**src/rtl/bg_draw_scheduler_pkg.sv**
```systemverilog
// Shared constants, state encoding and screen codes for the background/sprite draw scheduler.
package bg_draw_scheduler_pkg;

    localparam int SCR_W      = 160;
    localparam int SCR_H      = 120;
    localparam int SCR_PIXELS = SCR_W * SCR_H;
    localparam int SPR_W      = 8;
    localparam int SPR_H      = 8;
    localparam int SPR_PIXELS = SPR_W * SPR_H;

    typedef enum logic [1:0] {
        IDLE     = 2'd0,
        BG_FILL  = 2'd1,
        SPR_DRAW = 2'd2
    } draw_state_e;

    typedef enum logic [3:0] {
        GAME1        = 4'd0,
        GAME2        = 4'd1,
        GAME3        = 4'd2,
        GAME4        = 4'd3,
        GAME5        = 4'd4,
        GAME6        = 4'd5,
        START        = 4'd6,
        START_LETTER = 4'd7
    } screen_code_e;

    // Codes above the last defined screen fall back to the first game screen.
    function automatic logic [3:0] legal_screen(input logic [3:0] code);
        logic [3:0] res;
        if (code > START_LETTER) begin
            res = GAME1;
        end else begin
            res = code;
        end
        return res;
    endfunction

endpackage

```
**src/rtl/bg_scan_counter.sv**
```systemverilog
// Raster walker: x inner loop, y outer loop, plus a running linear address
// so no multiplier is needed to form y*W+x.
module bg_scan_counter #(
    parameter int W  = 160,
    parameter int H  = 120,
    parameter int XW = 8,
    parameter int YW = 7,
    parameter int AW = 15
) (
    input  logic          clk,
    input  logic          rst_n,
    input  logic          clear,
    input  logic          en,
    output logic [XW-1:0] x,
    output logic [YW-1:0] y,
    output logic [AW-1:0] addr
);

    localparam logic [XW-1:0] X_LAST = XW'(W - 1);
    localparam logic [YW-1:0] Y_LAST = YW'(H - 1);
    localparam logic [XW-1:0] X_ONE  = XW'(1);
    localparam logic [YW-1:0] Y_ONE  = YW'(1);
    localparam logic [AW-1:0] A_ONE  = AW'(1);

    // Advance the walk one pixel per enabled cycle, wrapping to the origin after the last pixel.
    always_ff @(posedge clk or negedge rst_n) begin
        if (!rst_n) begin
            x    <= '0;
            y    <= '0;
            addr <= '0;
        end else if (clear) begin
            x    <= '0;
            y    <= '0;
            addr <= '0;
        end else if (en) begin
            if (x == X_LAST) begin
                x <= '0;
                if (y == Y_LAST) begin
                    y    <= '0;
                    addr <= '0;
                end else begin
                    y    <= y + Y_ONE;
                    addr <= addr + A_ONE;
                end
            end else begin
                x    <= x + X_ONE;
                addr <= addr + A_ONE;
            end
        end
    end

endmodule

```
**src/rtl/bg_draw_scheduler.sv**
```systemverilog
// Shares the single VGA write port between full-screen background fills streamed
// from a synchronous ROM and small solid-colour sprite draws.
module bg_draw_scheduler
    import bg_draw_scheduler_pkg::*;
(
    input  logic        CLOCK_50,
    input  logic        resetn,
    input  logic        bg_req,
    input  logic [3:0]  screen_sel,
    input  logic        spr_req,
    input  logic [7:0]  spr_x,
    input  logic [6:0]  spr_y,
    input  logic [2:0]  spr_color,
    input  logic [2:0]  rom_color,
    output logic [3:0]  bg_sel,
    output logic [14:0] rom_addr,
    output logic        spr_ack,
    output logic [7:0]  vga_x,
    output logic [6:0]  vga_y,
    output logic [2:0]  vga_color,
    output logic        vga_plot,
    output logic        busy,
    output logic        done
);

    localparam logic [14:0] BG_LAST  = 15'(SCR_PIXELS - 1);
    localparam logic [5:0]  SPR_LAST = 6'(SPR_PIXELS - 1);

    draw_state_e state_r, state_nx_s;
    logic        bg_pend_r, bg_pend_nx_s;
    logic        tail_r, tail_nx_s;
    logic        src_bg_r;
    logic [7:0]  spr_x_r;
    logic [6:0]  spr_y_r;
    logic [2:0]  spr_c_r;

    logic        cnt_clr_s, bg_en_s, spr_en_s;
    logic        start_bg_s, start_spr_s, done_nx_s, ack_nx_s;
    logic [7:0]  bg_x_s;
    logic [6:0]  bg_y_s;
    logic [14:0] bg_addr_s;
    logic [2:0]  spr_dx_s, spr_dy_s;
    logic [5:0]  spr_addr_s;
    logic [8:0]  spr_sx_s;
    logic [7:0]  spr_sy_s;
    logic        spr_in_s;

    bg_scan_counter #(.W(SCR_W), .H(SCR_H), .XW(8), .YW(7), .AW(15)) u_bg_scan (
        .clk   (CLOCK_50),
        .rst_n (resetn),
        .clear (cnt_clr_s),
        .en    (bg_en_s),
        .x     (bg_x_s),
        .y     (bg_y_s),
        .addr  (bg_addr_s)
    );

    bg_scan_counter #(.W(SPR_W), .H(SPR_H), .XW(3), .YW(3), .AW(6)) u_spr_scan (
        .clk   (CLOCK_50),
        .rst_n (resetn),
        .clear (cnt_clr_s),
        .en    (spr_en_s),
        .x     (spr_dx_s),
        .y     (spr_dy_s),
        .addr  (spr_addr_s)
    );

    assign rom_addr = bg_addr_s;

    // Sprite pixel position, widened by one bit so edge sprites clip instead of wrapping.
    always_comb begin
        spr_sx_s = {1'b0, spr_x_r} + {6'd0, spr_dx_s};
        spr_sy_s = {1'b0, spr_y_r} + {5'd0, spr_dy_s};
        spr_in_s = (spr_sx_s < 9'(SCR_W)) && (spr_sy_s < 8'(SCR_H));
    end

    // State register.
    always_ff @(posedge CLOCK_50 or negedge resetn) begin
        if (!resetn) begin
            state_r <= IDLE;
        end else begin
            state_r <= state_nx_s;
        end
    end

    // Next-state logic; tail marks the one drain cycle after the last pixel is issued.
    always_comb begin
        state_nx_s   = state_r;
        tail_nx_s    = tail_r;
        done_nx_s    = 1'b0;
        ack_nx_s     = 1'b0;
        cnt_clr_s    = 1'b0;
        bg_en_s      = 1'b0;
        spr_en_s     = 1'b0;
        start_bg_s   = 1'b0;
        start_spr_s  = 1'b0;
        case (state_r)
            IDLE: begin
                tail_nx_s = 1'b0;
                if (bg_pend_r || bg_req) begin
                    state_nx_s = BG_FILL;
                    start_bg_s = 1'b1;
                    cnt_clr_s  = 1'b1;
                end else if (spr_req) begin
                    state_nx_s  = SPR_DRAW;
                    start_spr_s = 1'b1;
                    ack_nx_s    = 1'b1;
                    cnt_clr_s   = 1'b1;
                end else begin
                    state_nx_s = IDLE;
                end
            end
            BG_FILL: begin
                if (tail_r) begin
                    state_nx_s = IDLE;
                    done_nx_s  = 1'b1;
                    tail_nx_s  = 1'b0;
                end else begin
                    bg_en_s   = 1'b1;
                    tail_nx_s = (bg_addr_s == BG_LAST);
                end
            end
            SPR_DRAW: begin
                if (tail_r) begin
                    state_nx_s = IDLE;
                    done_nx_s  = 1'b1;
                    tail_nx_s  = 1'b0;
                end else begin
                    spr_en_s  = 1'b1;
                    tail_nx_s = (spr_addr_s == SPR_LAST);
                end
            end
            default: begin
                state_nx_s = IDLE;
                tail_nx_s  = 1'b0;
                cnt_clr_s  = 1'b1;
            end
        endcase
    end

    // Background requests collapse into one pending flag, consumed when a fill starts.
    always_comb begin
        bg_pend_nx_s = (bg_pend_r | bg_req) & ~start_bg_s;
    end

    // Control flags, request captures and registered status strobes.
    always_ff @(posedge CLOCK_50 or negedge resetn) begin
        if (!resetn) begin
            bg_pend_r <= 1'b0;
            tail_r    <= 1'b0;
            src_bg_r  <= 1'b0;
            bg_sel    <= 4'd0;
            spr_x_r   <= 8'd0;
            spr_y_r   <= 7'd0;
            spr_c_r   <= 3'd0;
            busy      <= 1'b0;
            done      <= 1'b0;
            spr_ack   <= 1'b0;
        end else begin
            bg_pend_r <= bg_pend_nx_s;
            tail_r    <= tail_nx_s;
            busy      <= (state_nx_s != IDLE);
            done      <= done_nx_s;
            spr_ack   <= ack_nx_s;
            if (start_bg_s) begin
                bg_sel   <= legal_screen(screen_sel);
                src_bg_r <= 1'b1;
            end else if (start_spr_s) begin
                spr_x_r  <= spr_x;
                spr_y_r  <= spr_y;
                spr_c_r  <= spr_color;
                src_bg_r <= 1'b0;
            end
        end
    end

    // Plot strobe and coordinates, one stage behind the walkers to line up with the ROM read.
    always_ff @(posedge CLOCK_50 or negedge resetn) begin
        if (!resetn) begin
            vga_plot <= 1'b0;
            vga_x    <= 8'd0;
            vga_y    <= 7'd0;
        end else if (bg_en_s) begin
            vga_plot <= 1'b1;
            vga_x    <= bg_x_s;
            vga_y    <= bg_y_s;
        end else if (spr_en_s) begin
            vga_plot <= spr_in_s;
            if (spr_in_s) begin
                vga_x <= spr_sx_s[7:0];
                vga_y <= spr_sy_s[6:0];
            end
        end else begin
            vga_plot <= 1'b0;
        end
    end

    // Background pixels come straight from the ROM, which already lags the address by one cycle.
    always_comb begin
        if (src_bg_r) begin
            vga_color = rom_color;
        end else begin
            vga_color = spr_c_r;
        end
    end

endmodule
```
**config.mk**
```make
export PLATFORM = sky130hd
export DESIGN_NAME = bg_draw_scheduler
export DESIGN_NICKNAME = d
export VERILOG_FILES = /design/src/rtl/bg_draw_scheduler_pkg.sv /design/src/rtl/bg_scan_counter.sv /design/src/rtl/bg_draw_scheduler.sv
export SDC_FILE = /design/constraint.sdc
export NUM_CORES = 1
export LEC_CHECK = 0
export BUFFER_PORTS_ARGS = -buffer_cell sky130_fd_sc_hd__buf_2
export CORE_AREA = 5 5 109 111
export CTS_CLUSTER_SIZE = 24
export DETAILED_ROUTE_END_ITERATION = 12
export DIE_AREA = 0 0 114 116
export PLACE_DENSITY = 0.7
export SETUP_SLACK_MARGIN = 0.02
export SLEW_MARGIN = 0
export SYNTH_ARGS = -nofsm -noshare
export SYNTH_HDL_FRONTEND = slang
export SYNTH_SLANG_ARGS = --single-unit
export TNS_END_PERCENT = 50
```
**constraint.sdc**
```tcl
create_clock -name CLOCK_50 -period 3.05 [get_ports CLOCK_50]
set_input_delay 0.4575 -clock CLOCK_50 [delete_from_list [all_inputs] [get_ports CLOCK_50]]
set_output_delay 0.4575 -clock CLOCK_50 [all_outputs]
set_load 0.02 [all_outputs]
```
# After elaboration in Yosys (flattened, before gate mapping)
# Cells that the tools add are included.
[totals]
out_inout_bits = 41
reg_bits = 88
[op_classes]
order_cmp = 3
add_sub_neg = 8
eq_ne = 8
reduce_logical = 16
muxes = 53
bitwise = 3
[ops]
columns = ["operator", "n"]
rows = [
  ["$mux W15", 4],
  ["$mux W7", 7],
  ["$mux W8", 6],
  ["$mux W3", 8],
  ["$mux W6", 4],
  ["$mux W1", 17],
  ["$reduce_bool A2 Y1", 8],
  ["$add A15 B1 Y15 const B", 1],
  ["$eq A15 B15 Y1 const B", 1],
  ["$add A8 B3 Y9", 1],
  ["$lt A9 B8 Y1 const B", 1],
  ["$add A7 B3 Y8", 1],
  ["$add A8 B1 Y8 const B", 1],
  ["$eq A8 B8 Y1 const B", 1],
  ["$lt A8 B7 Y1 const B", 1],
  ["$reduce_and A2 Y1", 4],
  ["$add A7 B1 Y7 const B", 1],
  ["$eq A7 B7 Y1 const B", 1],
  ["$add A3 B1 Y3 const B", 2],
  ["$add A6 B1 Y6 const B", 1],
  ["$eq A3 B3 Y1 const B", 2],
  ["$eq A6 B6 Y1 const B", 1],
  ["$mux W2", 3],
  ["$gt A4 B3 Y1 const B", 1],
  ["other kinds (12)", 13],
]

# Longest topological paths before layout
# Gate-level depths: netlist of the first run.
[depth]
depth_word = 6
ltp_mapped = 10
ltp_nobuf = 9

# Cells and area by module
# A second synthesis of the first run with hierarchy kept.
[hier_totals]
cells_unflattened = 471
area_unflattened_um2 = 4727.0
[by_module_without_submodules]
columns = ["module", "cells_each", "seq_area_each_um2", "area_per_inst_um2", "n_inst"]
rows = [
  ["bg_draw_scheduler", 250, 1151.1, 2519.9, 1],
  ["bg_scan_counter (u_bg_scan)", 162, 750.7, 1600.3, 1],
  ["bg_scan_counter (u_spr_scan)", 59, 300.3, 606.8, 1],
]

# Least setup slack after synthesis of the first run
# No wires, ideal clock.
[synth_timing]
path_kind = "reg2reg"
from = "register u_spr_scan.y[0]"
to = "register vga_x[2]"
path_slack_ns = 0.586
synth_period_minus_slack_ns = 2.464
arrival_ns = 2.340
path_stages_with_launch = 11
path_buffers = 1
setup_ns = 0.124
path_cell_list = "dfrtp_1 ha_1 inv_1 fa_1 nor4b_2 a21boi_1 o2111ai_2 nand3_2 buf_6 o211a_1 a211o_1"
[synth_via]
elab_chain_len = 5
[synth_lines]
columns = ["item", "line", "text"]
rows = [
  ["start, declared", "bg_scan_counter.sv:15", "output logic [YW-1:0] y,"],
  ["start signal, assigned", "bg_scan_counter.sv:42", "y <= y + Y_ONE;"],
  ["$add A7 B3 Y8", "bg_draw_scheduler.sv:73", "spr_sy_s = {1'b0, spr_y_r} + {5'd0, spr_dy_s};"],
  ["$lt A8 B7 Y1", "bg_draw_scheduler.sv:74", "spr_in_s = (spr_sx_s < 9'(SCR_W)) && (spr_sy_s < 8'(SCR_H));"],
  ["$logic_and A1 B1 Y1", "bg_draw_scheduler.sv:74", ""],
  ["$reduce_bool A2 Y1 (no line)", "n/a", ""],
  ["$reduce_and A2 Y1 (no line)", "n/a", ""],
  ["end signal, assigned", "bg_draw_scheduler.sv:185", "vga_x <= bg_x_s;"],
  ["end signal, assigned", "bg_draw_scheduler.sv:190", "vga_x <= spr_sx_s[7:0];"],
  ["end, declared", "bg_draw_scheduler.sv:18", "output logic [7:0] vga_x,"],
]
# No other way between the ends.
# A chain may end at the register's enable or synchronous reset.

# Worst setup path after layout of the first run
[layout_timing]
from = "register u_spr_scan.y[0]"
to = "register vga_x[5]"
# Same word-level chain as after synthesis.

==> metrics.txt, run 1 <==
# TYPE chip_impl_metric gauge
chip_impl_info{name="run_status",value="finished, final reports clean"} 1
chip_impl_metric{name="placeable_core_region",unit="µm²"} 10700
chip_impl_info{name="grt_setup_unrepaired",value="no"} 1
chip_impl_info{name="startpoint_to_endpoint_class_of_the_critical_path",value="reg2reg"} 1
chip_impl_info{name="critPathCaptureType",value="flip-flop"} 1
chip_impl_metric{name="slew_headroom",unit="%"} 27.89
chip_impl_info{name="synth_top_family_by_area",value="simple AND/OR/NAND/NOR gates"} 1
chip_impl_metric{name="proportion_of_synthesized_area_in_mux_cells",unit="%"} 5.016
chip_impl_metric{name="synth-adder-area-share",unit="%"} 5.656
chip_impl_metric{name="synthesis.yosys.warnings",unit=""} 0
chip_impl_metric{name="die_w",unit="µm"} 114
chip_impl_metric{name="dpl-instance-area",unit="µm²"} 5199
chip_impl_metric{name="report.final.hold_viol_count",unit=""} 0
chip_impl_info{name="cts_root_buffer",value="clkbuf_8"} 1
chip_impl_info{name="layout.cells.most_common",value="dfrtp_1"} 1
chip_impl_metric{name="fill_cells",unit=""} 1029
chip_impl_metric{name="route.vias.total",unit=""} 3812
chip_impl_metric{name="totalWireLength",unit="µm"} 10960
chip_impl_metric{name="final_critical_path_setup_slack",unit="ps"} 298.6
chip_impl_metric{name="power.ir.vdd_worst",unit="mV"} 0.1775
chip_impl_info{name="crit_startpoint",value="u_spr_scan.y[0]"} 1
chip_impl_metric{name="holdBufCountCts",unit=""} 0
chip_impl_metric{name="design.die.area",unit="µm²"} 13220
chip_impl_metric{name="die_h",unit="µm"} 116
chip_impl_metric{name="synth_edf_count",unit=""} 0
chip_impl_metric{name="avgSynthCellArea",unit="µm²"} 9.790
chip_impl_metric{name="antenna_diode_count",unit=""} 0
chip_impl_metric{name="layout.nets",unit=""} 599
chip_impl_metric{name="internal_power",unit="W"} 0.001568
chip_impl_metric{name="areaGrowthSynthToFinish",unit="%"} 15.10
chip_impl_metric{name="grt_pass1_vias",unit=""} 3824
chip_impl_metric{name="grt_use_total",unit="%"} 17.33
chip_impl_metric{name="multi_input_area",unit="µm²"} 2391
chip_impl_metric{name="largest_net_degree_at_the_start_of_global_routing",unit=""} 89
chip_impl_metric{name="detail_route.vias_per_cell",unit=""} 5.485
chip_impl_metric{name="hold-worst-slack",unit="ps"} 259.0
chip_impl_metric{name="reg2reg_depth",unit=""} 9
chip_impl_info{name="most-common-layout-cells",value="dfrtp_1, buf_2, nor2_1"} 1
chip_impl_metric{name="ys_seq_elements",unit=""} 88
chip_impl_metric{name="placementRows",unit=""} 38
chip_impl_metric{name="detail_route.first_pass.iterations",unit=""} 4
chip_impl_metric{name="report.final.slew_viol_count",unit=""} 0
chip_impl_metric{name="gpl.final_weighted_congestion",unit=""} 0.8430
chip_impl_info{name="synthFlopType",value="dfrtp_1"} 1
chip_impl_metric{name="cts-root-to-sink-buffers",unit=""} 2
chip_impl_metric{name="finalClockSkew",unit="ps"} 22.42
chip_impl_metric{name="timing.critical_path.required",unit="ps"} 3270
chip_impl_metric{name="layout_min_cycle_time",unit="ps"} 2751
chip_impl_metric{name="drt_iter0_markers",unit=""} 250
chip_impl_metric{name="ys_seq_area_share",unit="%"} 46.96
chip_impl_metric{name="initial_core_util",unit="%"} 43.84
chip_impl_metric{name="swShare",unit="%"} 23.44
chip_impl_metric{name="setup_tns",unit="ps"} 0
chip_impl_metric{name="power_frac_clock",unit="%"} 41.1
chip_impl_metric{name="route.detailed.drc",unit=""} 0
chip_impl_metric{name="synth_async_sr_flop_share",unit="%"} 100.0
chip_impl_info{name="min_path_type",value="in2async"} 1
chip_impl_metric{name="layout-drive-gt1-share",unit="%"} 22.88
chip_impl_metric{name="synthSimpleGateAreaFrac",unit="%"} 21.32
chip_impl_metric{name="post_synth_instance_area",unit="µm²"} 4689
chip_impl_metric{name="synth_xor_xnor_area_share",unit="%"} 4.482
chip_impl_metric{name="setup_viol",unit=""} 0
chip_impl_metric{name="numClockSinks",unit=""} 88
chip_impl_metric{name="ioPinCount",unit=""} 70
chip_impl_metric{name="power.static_leakage",unit="nW"} 2.623
chip_impl_metric{name="grt_pass1_wl",unit="µm"} 18410
chip_impl_metric{name="cts_max_level",unit=""} 3
chip_impl_metric{name="net_count_of_the_mapped_netlist",unit=""} 528
chip_impl_metric{name="post_synthesis_compound_gate_area_fraction",unit="%"} 14.33
chip_impl_info{name="rr_startpoint",value="u_spr_scan.y[0]"} 1
chip_impl_metric{name="cts_made_buffers",unit=""} 9
chip_impl_info{name="sort_of_element_at_the_start_of_the_critical_path",value="flip-flop"} 1
chip_impl_metric{name="grt_util_met2",unit="%"} 29.27
chip_impl_metric{name="synth_cells",unit=""} 479
chip_impl_metric{name="tightestPinTransition",unit="ps"} 1082
chip_impl_metric{name="clkLatencyLatePin",unit="ps"} 360
chip_impl_metric{name="timing.critical_path.arrival",unit="ps"} 2970
chip_impl_metric{name="grt_util_met1",unit="%"} 22.79
chip_impl_metric{name="cts.reportedPaths.clkPinSlew",unit="ps"} 100
chip_impl_metric{name="post_synth_num_cell_types",unit=""} 58
chip_impl_metric{name="pre_cts_slack",unit="ps"} 341.6
chip_impl_metric{name="achievable-frequency",unit="MHz"} 363.5
chip_impl_metric{name="initial_antenna_violation_count",unit=""} 0
chip_impl_metric{name="globalRouteMet3Util",unit="%"} 2.924
chip_impl_metric{name="seqCellArea",unit="µm²"} 2202
chip_impl_metric{name="pwr-share-comb",unit="%"} 2.0
chip_impl_metric{name="final.period_utilization",unit="%"} 90.21
chip_impl_metric{name="power_per_cell_area",unit="nW/µm²"} 379.4
chip_impl_metric{name="maximum_fanout_along_the_worst_path",unit=""} 13
chip_impl_metric{name="placement.io_buffers",unit=""} 69
chip_impl_metric{name="regToRegSetupSlack",unit="ps"} 300
chip_impl_info{name="crit_path_end",value="vga_x[5]"} 1
chip_impl_metric{name="seq_power_share",unit="%"} 56.9
chip_impl_info{name="tritoncts",value="done"} 1
chip_impl_metric{name="route.detailed.wl_per_inst",unit="µm"} 15.77
chip_impl_metric{name="place_hpwl",unit="µm"} 8059
chip_impl_metric{name="switching_power",unit="W"} 0.0004801
chip_impl_metric{name="final_design_area_no_fill",unit="µm²"} 5398
chip_impl_info{name="worstReg2RegEnd",value="vga_x[5]"} 1
chip_impl_metric{name="cts_resized",unit=""} 0
chip_impl_metric{name="gr-total-overflow",unit=""} 0
chip_impl_metric{name="max_cap_viol_count",unit=""} 0
chip_impl_metric{name="post_cts_buffers",unit=""} 0
chip_impl_metric{name="drtAntennaViolNets",unit=""} 0
chip_impl_info{name="globalRoute.busiestLayer",value="met2"} 1
==> cells in the mapped netlist, types with 2 or more instances <==
master,instances,area (µm²)
a21oi_1,26,130.1
o211a_1,4,40.04
mux2_2,20,225.2
clkbuf_1,11,41.29
fa_1,2,40.04
and2_1,8,50.05
a31oi_1,11,68.82
o31ai_1,3,22.52
ha_1,18,225.2
a211oi_1,12,90.09
nand2b_1,8,50.05
dfrtp_1,88,2202
nor2b_1,3,18.77
nor2_1,51,191.4
buf_2,3,15.01
inv_1,10,37.54
nand4_1,7,43.79
a211o_1,4,35.03
or3_1,7,43.79
and3_1,11,68.82
xnor2_1,9,78.83
nand2_1,47,176.4
nand3_1,25,125.1
nor3_1,11,55.05
a21boi_0,2,15.01
and4b_1,2,20.02
xor2_1,15,131.4
o21ai_0,31,155.2
==> sequential cells by signal (all words and copies together) (netlist names), 4 cells and up <==
signal           count
u_bg_scan.x          8
bg_sel               4
u_spr_scan.addr      6
spr_y_r              7
spr_x_r              8
u_bg_scan.addr      15
vga_y                7
u_bg_scan.y          7
vga_x                8
==> cell type report <==
| cell class | count | share of cell area, % |
|---|---|---|
| timing repair buffer | 75 | 7.279 |
| tap | 140 | 3.245 |
| multi-input combinational | 366 | 44.30 |
| sequential | 88 | 40.80 |
| clock buffer | 9 | 2.295 |
| clock inverter | 7 | 1.391 |
| inverter | 10 | 0.6954 |
==> worst min-delay path by stage <==
stage	from	end	cells past startpoint
after CTS	spr_x[1]	spr_x_r[1]	3
final	resetn	bg_sel[1]	1
after floorplan	resetn	bg_pend_r	0
after global routing	spr_color[2]	spr_c_r[2]	2
after global placement	bg_sel[1]	bg_sel[1]	2
after detailed placement	bg_sel[1]	bg_sel[1]	2
==> cells by family (layout without fill, tap and decap cells) <==
group                      Yosys count  after routing
xor gates and xnor gates            24             24
DFF                                 88             88
and+or+nand+nor                    196            196
muxes                               21             21
AOI/OAI and AO/OA                  105            105
buffers and inverters               25            101
adders and majority gates           20             20
==> power groups by stage <==
stage	registers (W)	logic, W	clock network [W]
final	0.00117	0.0000408	0.000841
after detailed placement	0.00119	0.0000433	0
after floorplan	0.00119	0.00000161	0
after global routing	0.00117	0.0000494	0.000914
after CTS	0.00117	0.0000435	0.000862
after global placement	0.00119	0.0000421	0
==> per-layer routing <==
layer / part of all wire [%] / wire, µm
met2: 49 / 5388
met1: 44 / 4869
met5: 0 / 0
met3: 5.0 / 547
met4: 1.4 / 151
==> critical path, cell delays in order, from the launching register on <==
cell       delay, ps
dfrtp_1          400
ha_1             180
inv_1             50
fa_1             420
nor4b_2          320
a21boi_1         130
o2111ai_2        220
nand3_2          260
nor3_4           460
a211oi_1         140
==> stage by stage <==
stage,power [W],util (%),std cells
floorplan,0.001191,-,479
global placement,0.001231,48.60,679
CTS,0.002072,50.46,695
global route,0.002129,50.46,695
finish,0.002048,50.46,695
detailed placement,0.001232,48.60,679
Power figures use the tool's default switching activity.
==> inputs of run 2 (changes only) <==
Settings changed: CELL_PAD_IN_SITES_DETAIL_PLACEMENT set to 0, CELL_PAD_IN_SITES_GLOBAL_PLACEMENT set to 1, CORE_AREA 5 5 109 111 to 5 5 110 112, DIE_AREA 0 0 114 116 to 0 0 115 117, PLACE_DENSITY 0.7 to 0.84.
==> metrics.txt, run 2 (synthesized netlist as in run 1, its figures left out) <==
# TYPE chip_impl_metric gauge
chip_impl_info{name="run_status",value="finished, final reports clean"} 1
chip_impl_info{name="min_path_type",value="in2async"} 1
chip_impl_metric{name="route.vias.total",unit=""} 3846
chip_impl_info{name="timing.critical_path.cells",value="ha_1 > inv_1 > fa_1 > nor4b_2 > a21boi_1 > o2111ai_2 > nand3_2 > nor3_4 > a211oi_1"} 1
chip_impl_metric{name="hold-worst-slack",unit="ps"} 194.6
chip_impl_metric{name="report.final.hold_viol_count",unit=""} 0
chip_impl_metric{name="final.period_utilization",unit="%"} 89.78
chip_impl_metric{name="grt_use_total",unit="%"} 17.35
chip_impl_metric{name="placementRows",unit=""} 39
chip_impl_metric{name="die_w",unit="µm"} 115
chip_impl_metric{name="power.ir.vdd_worst",unit="mV"} 0.2989
chip_impl_metric{name="antenna_diode_count",unit=""} 0
chip_impl_info{name="cts_root_buffer",value="clkbuf_16"} 1
chip_impl_metric{name="final_cell_count_no_fill",unit=""} 699
chip_impl_info{name="most-common-layout-cells",value="dfrtp_1, buf_2, nor2_1"} 1
chip_impl_metric{name="report.final.slew_viol_count",unit=""} 0
chip_impl_metric{name="regToRegSetupSlack",unit="ps"} 310
chip_impl_info{name="worst_path_max_delay_cell",value="nor3_4"} 1
chip_impl_metric{name="layout-drive-gt1-share",unit="%"} 22.84
chip_impl_metric{name="clkLatencyLatePin",unit="ps"} 340
chip_impl_info{name="startpoint_to_endpoint_class_of_the_critical_path",value="reg2reg"} 1
chip_impl_metric{name="totalWireLength",unit="µm"} 11090
chip_impl_metric{name="power_per_cell_area",unit="nW/µm²"} 434.5
chip_impl_metric{name="detail_route.first_pass.iterations",unit=""} 6
chip_impl_metric{name="numClockSinks",unit=""} 88
chip_impl_metric{name="place_hpwl",unit="µm"} 8026
chip_impl_metric{name="grt_pass1_wl",unit="µm"} 18720
chip_impl_metric{name="achievable-frequency",unit="MHz"} 365.2
chip_impl_metric{name="initial_antenna_violation_count",unit=""} 0
chip_impl_metric{name="placement.io_buffers",unit=""} 69
chip_impl_metric{name="postLayoutCoreUtil",unit="%"} 49.83
chip_impl_metric{name="largest_register_ffs",unit=""} 15
chip_impl_metric{name="tightestPinTransition",unit="ps"} 781.3
chip_impl_metric{name="drt_iter0_markers",unit=""} 213
chip_impl_metric{name="maximum_fanout_along_the_worst_path",unit=""} 13
chip_impl_metric{name="largest_net_degree_at_the_start_of_global_routing",unit=""} 59
chip_impl_metric{name="gpl.final_weighted_congestion",unit=""} 0.8303
chip_impl_metric{name="numPlacedInstances",unit=""} 683
chip_impl_metric{name="placeable_core_region",unit="µm²"} 11130
chip_impl_metric{name="grt_pass1_vias",unit=""} 3802
chip_impl_info{name="largest-register",value="u_bg_scan.addr"} 1
chip_impl_metric{name="power.static_leakage",unit="nW"} 2.677
chip_impl_metric{name="layout.nets",unit=""} 600
chip_impl_metric{name="gr-total-overflow",unit=""} 0
chip_impl_metric{name="drtAntennaViolNets",unit=""} 0
chip_impl_metric{name="critPathMaxStageDelay",unit="ps"} 450
chip_impl_metric{name="final_critical_path_setup_slack",unit="ps"} 311.8
chip_impl_metric{name="max_cap_viol_count",unit=""} 0
chip_impl_info{name="layout.cells.most_common",value="dfrtp_1"} 1
chip_impl_metric{name="slew_headroom",unit="%"} 47.91
chip_impl_info{name="sort_of_element_at_the_start_of_the_critical_path",value="flip-flop"} 1
chip_impl_metric{name="cts-root-to-sink-buffers",unit=""} 2
chip_impl_info{name="grt_setup_unrepaired",value="no"} 1
chip_impl_metric{name="die_h",unit="µm"} 117
chip_impl_info{name="tritoncts",value="done"} 1
chip_impl_metric{name="initial_core_util",unit="%"} 42.15
chip_impl_metric{name="pre_cts_slack",unit="ps"} 333.7
chip_impl_metric{name="route.detailed.drc",unit=""} 0
chip_impl_metric{name="cts.reportedPaths.clkPinSlew",unit="ps"} 60
chip_impl_metric{name="cts_max_level",unit=""} 3
chip_impl_metric{name="detail_route.vias_per_cell",unit=""} 5.502
chip_impl_metric{name="post_cts_buffers",unit=""} 0
chip_impl_metric{name="cts_made_buffers",unit=""} 9
chip_impl_metric{name="finalClockSkew",unit="ps"} 5.500
chip_impl_metric{name="route.detailed.wl_per_inst",unit="µm"} 15.87
chip_impl_metric{name="ioPinCount",unit=""} 70
chip_impl_metric{name="holdBufCountCts",unit=""} 0
chip_impl_info{name="crit_startpoint",value="u_spr_scan.y[0]"} 1
chip_impl_metric{name="design.die.area",unit="µm²"} 13460
chip_impl_info{name="rr_startpoint",value="u_spr_scan.y[0]"} 1
chip_impl_info{name="critPathCaptureType",value="flip-flop"} 1
chip_impl_metric{name="setup_viol",unit=""} 0
chip_impl_metric{name="areaGrowthSynthToFinish",unit="%"} 18.22
chip_impl_metric{name="layout_min_cycle_time",unit="ps"} 2738
chip_impl_metric{name="setup_tns",unit="ps"} 0
chip_impl_metric{name="timing.critical_path.required",unit="ps"} 3240
chip_impl_metric{name="cts_resized",unit=""} 0
chip_impl_metric{name="timing.critical_path.arrival",unit="ps"} 2930
run 2: cell type report:
type                    instances  area [µm²]
fillers                      1059        5582
multi-input cells             366        2391
flip-flops and latches         88        2202
repair buffers                 76       412.9
clock buffers                  10       229.0
well taps                     143       178.9
clock inverters                 6       92.59
inverters                      10       37.54
run 2: power by group:
group	internal [W]	switching, W	total, W	leakage [nW]
Combinational	0.0000165	0.0000291	0.0000456	1.37
Sequential	0.00117	0.0000000000000000000350	0.00117	1.16
Clock	0.000722	0.000474	0.00120	0.149
run 2: final timing paths:
check	to	depth (start not counted)
max	vga_x[5]	9
min	vga_plot	1
max reg2reg	vga_x[5]	9
min reg2reg	bg_sel[0]	2
max in group asynchronous	u_spr_scan.addr[1]	2
min in group CLOCK_50	spr_x_r[1]	3
run 2: critical path, delay by kind of cell, from the launching register on:
family,cells,cell delay (ps)
compound gates,3,500
buf+inv,1,50
simple gates,3,1040
flops,1,400
fa+ha+maj,2,600
run 2: layer usage:
metal  share of wire, %  track usage [%]  routed length, µm  vias to the layer above
li1                   -                -                  -                     1851
met1                 45            22.44               5017                     1898
met2                 49            29.78               5446                       86
met3                4.6            4.473                508                       11
met4                1.1            3.286                122                        0
met5                  0                0                  0                        -
run 2: through the flow:
step                      area [µm²]  total power, W
after global routing            5544        0.002483
final                           5544        0.002409
after global placement          5223        0.001235
after detailed placement        5223        0.001236
after CTS                       5544        0.002439
after floorplan                 4690        0.001191
==> inputs of run 3 (changes only) <==
Clock period 3.05 ns to 2.6 ns, I/O delays scaled along.
==> metrics.txt, run 3 (synthesized netlist as in run 1, its figures left out) <==
# TYPE chip_impl_metric gauge
chip_impl_metric{name="max_cap_viol_count",unit=""} 0
chip_impl_metric{name="hold-worst-slack",unit="ps"} 17.75
chip_impl_metric{name="die_w",unit="µm"} 115
chip_impl_metric{name="holdBufCountCts",unit=""} 0
chip_impl_metric{name="cts_made_buffers",unit=""} 9
chip_impl_metric{name="internal_power",unit="W"} 0.002525
chip_impl_info{name="layout.cells.most_common",value="dfrtp_1"} 1
chip_impl_metric{name="cts-root-to-sink-buffers",unit=""} 2
chip_impl_metric{name="swShare",unit="%"} 18.64
chip_impl_metric{name="slew_headroom",unit="%"} 57.14
chip_impl_metric{name="regToRegSetupSlack",unit="ps"} 40
chip_impl_info{name="run_status",value="finished, final reports clean"} 1
chip_impl_info{name="critical_path.top_delay_family",value="simple AND/OR/NAND/NOR gates"} 1
chip_impl_metric{name="gr-total-overflow",unit=""} 0
chip_impl_metric{name="final_critical_path_setup_slack",unit="ps"} 36.47
chip_impl_metric{name="place_hpwl",unit="µm"} 8255
chip_impl_metric{name="maximum_fanout_along_the_worst_path",unit=""} 5
chip_impl_metric{name="drt_iter0_markers",unit=""} 232
chip_impl_metric{name="placeable_core_region",unit="µm²"} 11130
chip_impl_metric{name="cts_max_level",unit=""} 3
chip_impl_metric{name="setup_viol",unit=""} 0
chip_impl_metric{name="numPlacedInstances",unit=""} 690
chip_impl_info{name="startpoint_to_endpoint_class_of_the_critical_path",value="reg2reg"} 1
chip_impl_metric{name="layout-drive-gt1-share",unit="%"} 25.40
chip_impl_info{name="min_path_type",value="in2async"} 1
chip_impl_metric{name="initial_core_util",unit="%"} 42.15
chip_impl_metric{name="power.ir.vdd_worst",unit="mV"} 0.3068
chip_impl_metric{name="timing.critical_path.required",unit="ps"} 2860
chip_impl_metric{name="grt_use_total",unit="%"} 17.19
chip_impl_metric{name="final.period_utilization",unit="%"} 98.60
chip_impl_metric{name="timing.critical_path.buf_inv",unit=""} 2
chip_impl_info{name="timing.critical_path.cells",value="ha_2 > inv_2 > fa_2 > nor4b_4 > a21boi_1 > o2111ai_2 > buf_4 > nand3_4 > or3_1 > a31oi_1"} 1
chip_impl_metric{name="grt_pass1_wl",unit="µm"} 18400
chip_impl_metric{name="design.die.area",unit="µm²"} 13460
chip_impl_metric{name="antenna_diode_count",unit=""} 0
chip_impl_metric{name="pwr-share-comb",unit="%"} 1.7
chip_impl_metric{name="numClockSinks",unit=""} 88
chip_impl_metric{name="detail_route.first_pass.iterations",unit=""} 5
chip_impl_metric{name="tightestPinTransition",unit="ps"} 640.1
chip_impl_info{name="grt_setup_unrepaired",value="yes"} 1
chip_impl_metric{name="reg2reg_depth",unit=""} 10
chip_impl_metric{name="drtAntennaViolNets",unit=""} 0
chip_impl_metric{name="placement.io_buffers",unit=""} 69
chip_impl_metric{name="final_cell_count_no_fill",unit=""} 710
chip_impl_metric{name="finalClockSkew",unit="ps"} 5.712
chip_impl_metric{name="ioPinCount",unit=""} 70
chip_impl_metric{name="largest_net_degree_at_the_start_of_global_routing",unit=""} 51
chip_impl_metric{name="totalWireLength",unit="µm"} 11140
chip_impl_metric{name="report.final.hold_viol_count",unit=""} 0
chip_impl_info{name="rr_startpoint",value="u_spr_scan.y[0]"} 1
chip_impl_info{name="most-common-layout-cells",value="dfrtp_1, buf_2, nor2_1"} 1
chip_impl_info{name="sort_of_element_at_the_start_of_the_critical_path",value="flip-flop"} 1
chip_impl_metric{name="achievable-frequency",unit="MHz"} 390.1
chip_impl_metric{name="timing.critical_path.arrival",unit="ps"} 2820
chip_impl_metric{name="grt_pass1_vias",unit=""} 3752
chip_impl_metric{name="power_per_cell_area",unit="nW/µm²"} 541.0
chip_impl_metric{name="power_frac_clock",unit="%"} 54.2
chip_impl_metric{name="detailroute.wirelength.met2",unit="µm"} 5501
chip_impl_metric{name="pre_cts_slack",unit="ps"} -45.81
chip_impl_info{name="worst_path_max_delay_cell",value="dfrtp_1"} 1
chip_impl_metric{name="route.detailed.wl_per_inst",unit="µm"} 15.69
chip_impl_metric{name="route.vias.total",unit=""} 3881
chip_impl_metric{name="clkLatencyLatePin",unit="ps"} 340
chip_impl_info{name="critPathCaptureType",value="flip-flop"} 1
chip_impl_metric{name="report.power.total",unit="W"} 0.003104
chip_impl_metric{name="die_h",unit="µm"} 117
chip_impl_metric{name="switching_power",unit="W"} 0.0005787
chip_impl_info{name="largest-register",value="u_bg_scan.addr"} 1
chip_impl_metric{name="cts.reportedPaths.clkPinSlew",unit="ps"} 70
chip_impl_metric{name="route.detailed.drc",unit=""} 0
chip_impl_metric{name="placementRows",unit=""} 39
chip_impl_metric{name="seq_power_share",unit="%"} 44.1
chip_impl_metric{name="largest_register_ffs",unit=""} 15
chip_impl_metric{name="layout_min_cycle_time",unit="ps"} 2564
chip_impl_info{name="routed.top_layer",value="met4"} 1
chip_impl_metric{name="critPathMaxStageDelay",unit="ps"} 400
chip_impl_metric{name="layout.nets",unit=""} 611
chip_impl_metric{name="gpl.final_weighted_congestion",unit=""} 0.8177
chip_impl_metric{name="detail_route.vias_per_cell",unit=""} 5.466
chip_impl_metric{name="areaGrowthSynthToFinish",unit="%"} 22.33
chip_impl_metric{name="power.static_leakage",unit="nW"} 2.760
chip_impl_metric{name="cp.depth",unit=""} 10
chip_impl_metric{name="report.final.slew_viol_count",unit=""} 0
chip_impl_info{name="tritoncts",value="done"} 1
chip_impl_metric{name="detail_route.wirelength.met1",unit="µm"} 5031
chip_impl_metric{name="initial_antenna_violation_count",unit=""} 0
chip_impl_info{name="worstReg2RegEnd",value="vga_x[1]"} 1
chip_impl_info{name="cts_root_buffer",value="clkbuf_16"} 1
chip_impl_metric{name="met3_wirelength",unit="µm"} 489
[run 3: changes by cell type in the layout (fill, tap and decap cells not counted), moves of 2 or more]
cell	previous run	this run
buf_4	7	17
bufinv_16	2	5
o21ai_0	31	29
clkinvlp_4	2	0
o21ai_1	1	3
[run 3: worst max-delay path by stage]
| stage | from | to | slack (ps) |
|---|---|---|---|
| after global routing | u_spr_scan.y[0] | vga_x[1] | -50 |
| after floorplan | u_spr_scan.y[0] | vga_x[2] | 140 |
| final | u_spr_scan.y[0] | vga_x[1] | 40 |
| after detailed placement | u_spr_scan.y[0] | vga_y[2] | -50 |
| after CTS | u_spr_scan.y[0] | vga_x[1] | 40 |
| after global placement | u_spr_scan.y[0] | vga_y[2] | 80 |
[run 3: stage by stage]
step	setup TNS [ps]	utilization (%)	area (µm²)
final	0	51.56	5737
after global routing	-58.49	51.56	5737
after CTS	0	51.01	5675
after detailed placement	-205.0	47.41	5275
after global placement	0	47.41	5275
after floorplan	0	-	4690
[run 3: what timing repair did]
action                                  in CTS  in global routing
gates resized for setup                      1                  9
pin swaps                                    3                 15
gates cloned                                 0                  1
buffers inserted                             0                  3
endpoints found under the setup margin       7                 15
[run 3: cell type report]
cell class | instances | area [µm²]
Clock buffer | 9 | 225.2
Inverter | 10 | 37.54
Timing Repair Buffer | 86 | 488.0
Sequential cell | 88 | 2202
Multi-Input combinational cell | 367 | 2437
Clock inverter | 7 | 167.7
Tap cell | 143 | 178.9
Fill cell | 1017 | 5389
[run 3: routing by layer]
layer	vias up	GRT usage, %
met5	-	0
li1	1883	-
met4	0	4.930
met3	15	4.010
met1	1889	22.89
met2	94	28.20
[run 3: power groups by stage]
stage          clock network, W   logic (W)  registers [W]
6_report                0.00168   0.0000531        0.00137
2_1_floorplan                 0  0.00000188        0.00139
4_1_cts                 0.00171   0.0000554        0.00137
5_1_grt                 0.00178   0.0000625        0.00137
3_3_place_gp                  0   0.0000542        0.00139
3_5_place_dp                  0   0.0000556        0.00139
[run 3: worst register-to-register path, cell delays in order (launching register included)]
cell	delay [ps]
dfrtp_1	400
ha_2	200
inv_2	40
fa_2	360
nor4b_4	310
a21boi_1	110
o2111ai_2	270
buf_4	170
nand3_4	80
or3_1	360
a31oi_1	180
